**config.mk**
```make
export PLATFORM = sky130hd
export DESIGN_NAME = rcv_control
export DESIGN_NICKNAME = d
export VERILOG_FILES = /design/src/rtl/rcv_control.sv
export SDC_FILE = /design/constraint.sdc
export NUM_CORES = 1
export LEC_CHECK = 0
export ABC_CLOCK_PERIOD_IN_PS = 3500
export CORE_MARGIN = 2
export CORE_UTILIZATION = 35
export DETAILED_ROUTE_END_ITERATION = 8
export DONT_BUFFER_PORTS = 1
export SLEW_MARGIN = 30
export SYNTH_ARGS = -nofsm -noshare
export SYNTH_HDL_FRONTEND = slang
export SYNTH_SLANG_ARGS = --single-unit
```
**constraint.sdc**
```tcl
create_clock -name clk -period 3.5 [get_ports clk]
set_clock_uncertainty 0.15 [all_clocks]
set_input_delay 0.7 -clock clk [delete_from_list [all_inputs] [get_ports clk]]
set_output_delay 0.7 -clock clk [all_outputs]
set_load 0.01 [all_outputs]
```
**src/rtl/rcv_control.sv**
```systemverilog
`timescale 1ns/1ps
`default_nettype none
// ============================================================================
// Module   : rcv_control
// Purpose  : UART receive control: start-edge detect, packet sequencing,
//            stop-bit check, receive buffer and status. Option: RCV_OVERRUN_EN.
// Revision : 1.0
// ============================================================================
module rcv_control #(
  parameter int DATA_WIDTH = 8
) (
  input  logic                  clk,
  input  logic                  n_rst,
  input  logic                  serial_in,
  input  logic                  packet_done,
  input  logic [DATA_WIDTH-1:0] packet_data,
  input  logic                  stop_bit,
  input  logic                  data_read,
  output logic                  timer_enable,
  output logic                  sbc_clear,
  output logic [DATA_WIDTH-1:0] rx_data,
  output logic                  data_ready,
  output logic                  framing_error,
  output logic                  overrun_error
);

  typedef enum logic [2:0] {
    IDLE     = 3'd0,
    CLEAR    = 3'd1,
    RECV     = 3'd2,
    STOP_CHK = 3'd3,
    LOAD     = 3'd4
  } state_t;

  state_t state;
  state_t next_state;
  logic   prev_serial;
  logic   start_edge;

  assign start_edge = prev_serial & ~serial_in;

  always_ff @(posedge clk) begin
    if (!n_rst) begin
      state       <= IDLE;
      prev_serial <= 1'b1;
    end else begin
      state       <= next_state;
      prev_serial <= serial_in;
    end
  end

  always_comb begin
    next_state   = IDLE;
    timer_enable = 1'b0;
    sbc_clear    = 1'b0;
    case (state)
      IDLE:     next_state = start_edge ? CLEAR : IDLE;
      CLEAR: begin
        sbc_clear  = 1'b1;
        next_state = RECV;
      end
      RECV: begin
        timer_enable = 1'b1;
        next_state   = packet_done ? STOP_CHK : RECV;
      end
      STOP_CHK: next_state = stop_bit ? LOAD : IDLE;
      LOAD:     next_state = IDLE;
      default:  next_state = IDLE;
    endcase
  end

  // Buffer and framing status; a bad stop bit leaves the buffer alone.
  always_ff @(posedge clk) begin
    if (!n_rst) begin
      rx_data       <= '1;
      data_ready    <= 1'b0;
      framing_error <= 1'b0;
    end else begin
      if (state == CLEAR) begin
        framing_error <= 1'b0;
      end else if (state == STOP_CHK && !stop_bit) begin
        framing_error <= 1'b1;
      end

      if (state == LOAD) begin
        rx_data    <= packet_data;
        data_ready <= 1'b1;
      end else if (data_read) begin
        data_ready <= 1'b0;
      end
    end
  end

`ifdef RCV_OVERRUN_EN
  // A read coinciding with LOAD consumes the old packet, so no overrun.
  logic overrun_q;

  always_ff @(posedge clk) begin
    if (!n_rst) begin
      overrun_q <= 1'b0;
    end else if (state == LOAD) begin
      if (data_read) begin
        overrun_q <= 1'b0;
      end else if (data_ready) begin
        overrun_q <= 1'b1;
      end
    end else if (data_read) begin
      overrun_q <= 1'b0;
    end
  end

  assign overrun_error = overrun_q;
`else
  assign overrun_error = 1'b0;
`endif

endmodule
`default_nettype wire

```
==> metrics.txt <==
Post-synth EDFFs=0; drt first-iter violations=3; Die H=~46 um; Hold Path Stages=1; leakage=approximately 0.00027 uW; Min-Delay Path Class=in2reg; area grow syn2layout=4.040%; Worst R2R Setup Slack=2050 ps; DRC=0; crit end category=output port; IO buf count=0; Ports=27; post-synthesis cell area=slightly above 600 sq um; CTS tree=built; starting density of the core=36.67%; r2r endpoint=rx_data[6]; outcome=finished, final reports clean; endpoints failing setup=0; final weighted congestion in routability-driven placement=around 0.57; CP max stage delay=approximately 640 ps; GRT Util Overall=a little under an eighth; FP Rows=15; Bufs on Longest Clock Path=2; cts repair resizes=0; pin count of the biggest net entering global routing=17; Yosys reg bits=14; cells along the critical path=nor3b_1; TNS Setup=0 ps; RSZ-0062 raised after global routing=false; Slew HR=between 60% and 70%; Req. time, crit path=2650 ps; H-Tree Depth=1; drt first pass iters=2; total CTS buffers=3; post-synth cell types=21; Synth warnings=0; maxcap violations=0; setup bufs post-CTS=0; CP Launch Type=register; die area=approximately 2100 sq um; Syn Area/Cell=approximately 10 sq um; Least-Margin Pin Slew=roughly 500 ps; Worst-path clk slew=around 80 ps; Non-Filler Instances=77; Tcrit/Tclk final=about three fifths; final wirelength=around 1200 um; DR vias/cell=about 5.5; cell count after synthesis=61; Die X=roughly 46 um; Final nets=75; endpoints failing hold=0; DP Cell Count=73; Setup CP Type=reg2out; Post-DP HPWL=794.9 um; post-route ant nets=0; worst min-delay path startpoint=n_rst; vias in the first global route=~380; layout cell share with drive strength beyond 1=10.00%; Buffers & Inverters on Critical Path=0; arrival time of the worst setup path=about 1300 ps; clock root buffer=clkbuf_4; CP max FO=16; Final Util=a little under two fifths; global-route wire length before repair=between 1500 and 2000 um; # hold bufs at CTS=0; R2R depth=2; vias=422; cell with the most instances after synthesis=dfxtp_1; Hold Path Sink=prev_serial; grt ovf=0; achievable clock frequency=0.4610 GHz; fin crit period=2169 ps; Sink Count=14; Power Density=around 480 nW/um^2; Synth async-reset ratio=0%; slowest library cell on the worst path=dfxtp_1; area fraction of the dominant cell type after synthesis=between 40% and 50%; Crit path max-delay family=flip-flops; Net Count, Synth=75; cell taking the most area after synthesis=dfxtp_1; Post-synth top cells=dfxtp_1 (14), inv_1 (8), nand4bb_1 (8), o211ai_1 (8); antenna diode count=0; ys flop type=dfxtp_1; Routed WL per cell=15.05 um; sequential area share after synthesis=between 40% and 50%; initial antenna violation count=0; final slew viol count=0; Skew-Pair Late Insertion Delay=270 ps; Synth area leaders=dfxtp_1 (45%), nand4bb_1 (15%), o211ai_1 (9.7%); Reg2Reg Launch Point=state[2]; Core Region=about 1700 sq um; maximum vdd ir drop=0.0002454 V; PnR Total Power=slightly above 300 uW
==> worst max-delay path by stage <==
stage | startpoint | end | slack (ps) | cells after the start
final | state[1] | timer_enable | 1330 | 1
after detailed placement | state[1] | timer_enable | 1630 | 1
after floorplan | state[1] | timer_enable | 1750 | 2
after global routing | state[1] | timer_enable | 1240 | 1
after global placement | state[1] | timer_enable | 1660 | 1
after CTS | state[1] | timer_enable | 1320 | 1
==> state kept, by name, summed over array words and instances, names as in the netlist <==
| name | cells |
|---|---|
| data_ready | 1 |
| framing_error | 1 |
| prev_serial | 1 |
| rx_data | 8 |
| state | 3 |
==> placed cells by master, fill, tap and decap left out, types with 2 or more instances in the layout <==
cell / n
nand4bb_1: 8
dfxtp_1: 14
clkbuf_4: 3
nand2b_1: 3
inv_1: 8
o211ai_1: 8
nor2_1: 3
nor3b_1: 2
==> report_power, final <==
part	switching (uW)	total (uW)	internal, uW
sequential	11.3	175	164
clock	51.1	114	63.3
combinational	5.86	18.0	12.1
==> cell type report <==
type	instances	area [sq um]
multi-input combinational	34	276.5
clock buffer	4	36.28
tap	17	21.27
sequential	14	280.3
inverter	8	30.03
fill	177	1045
==> per-stage QoR <==
stage | setup slack, ps | hold WS (ps) | instance area [sq um]
3_3_place_gp | 1657 | 378.2 | 608.1
6_report | 1331 | 343.4 | 644.4
4_1_cts | 1317 | 335.7 | 644.4
3_5_place_dp | 1625 | 379.0 | 608.1
2_1_floorplan | 1751 | 348.3 | 619.3
5_1_grt | 1239 | 331.8 | 644.4
==> routing by layer <==
layer / track usage [%] / vias up / routed length, um
li1: - / 212 / -
met1: 15.59 / 191 / 548
met2: 16.39 / 19 / 506
met3: 6.275 / 0 / 105
met4: 1.714 / 0 / 0
met5: 0 / - / 0
==> cell families (layout without fill, tap and decap cells) <==
kind of cell,after synthesis,after routing,synth area share [%]
compound gates,11,11,13.94
xor+xnor,1,1,1.414
buf+inv,13,12,10.10
flops,14,14,45.25
other cells,1,1,0.6055
simple gates,21,21,28.69
(Power assumes the default switching activity.)
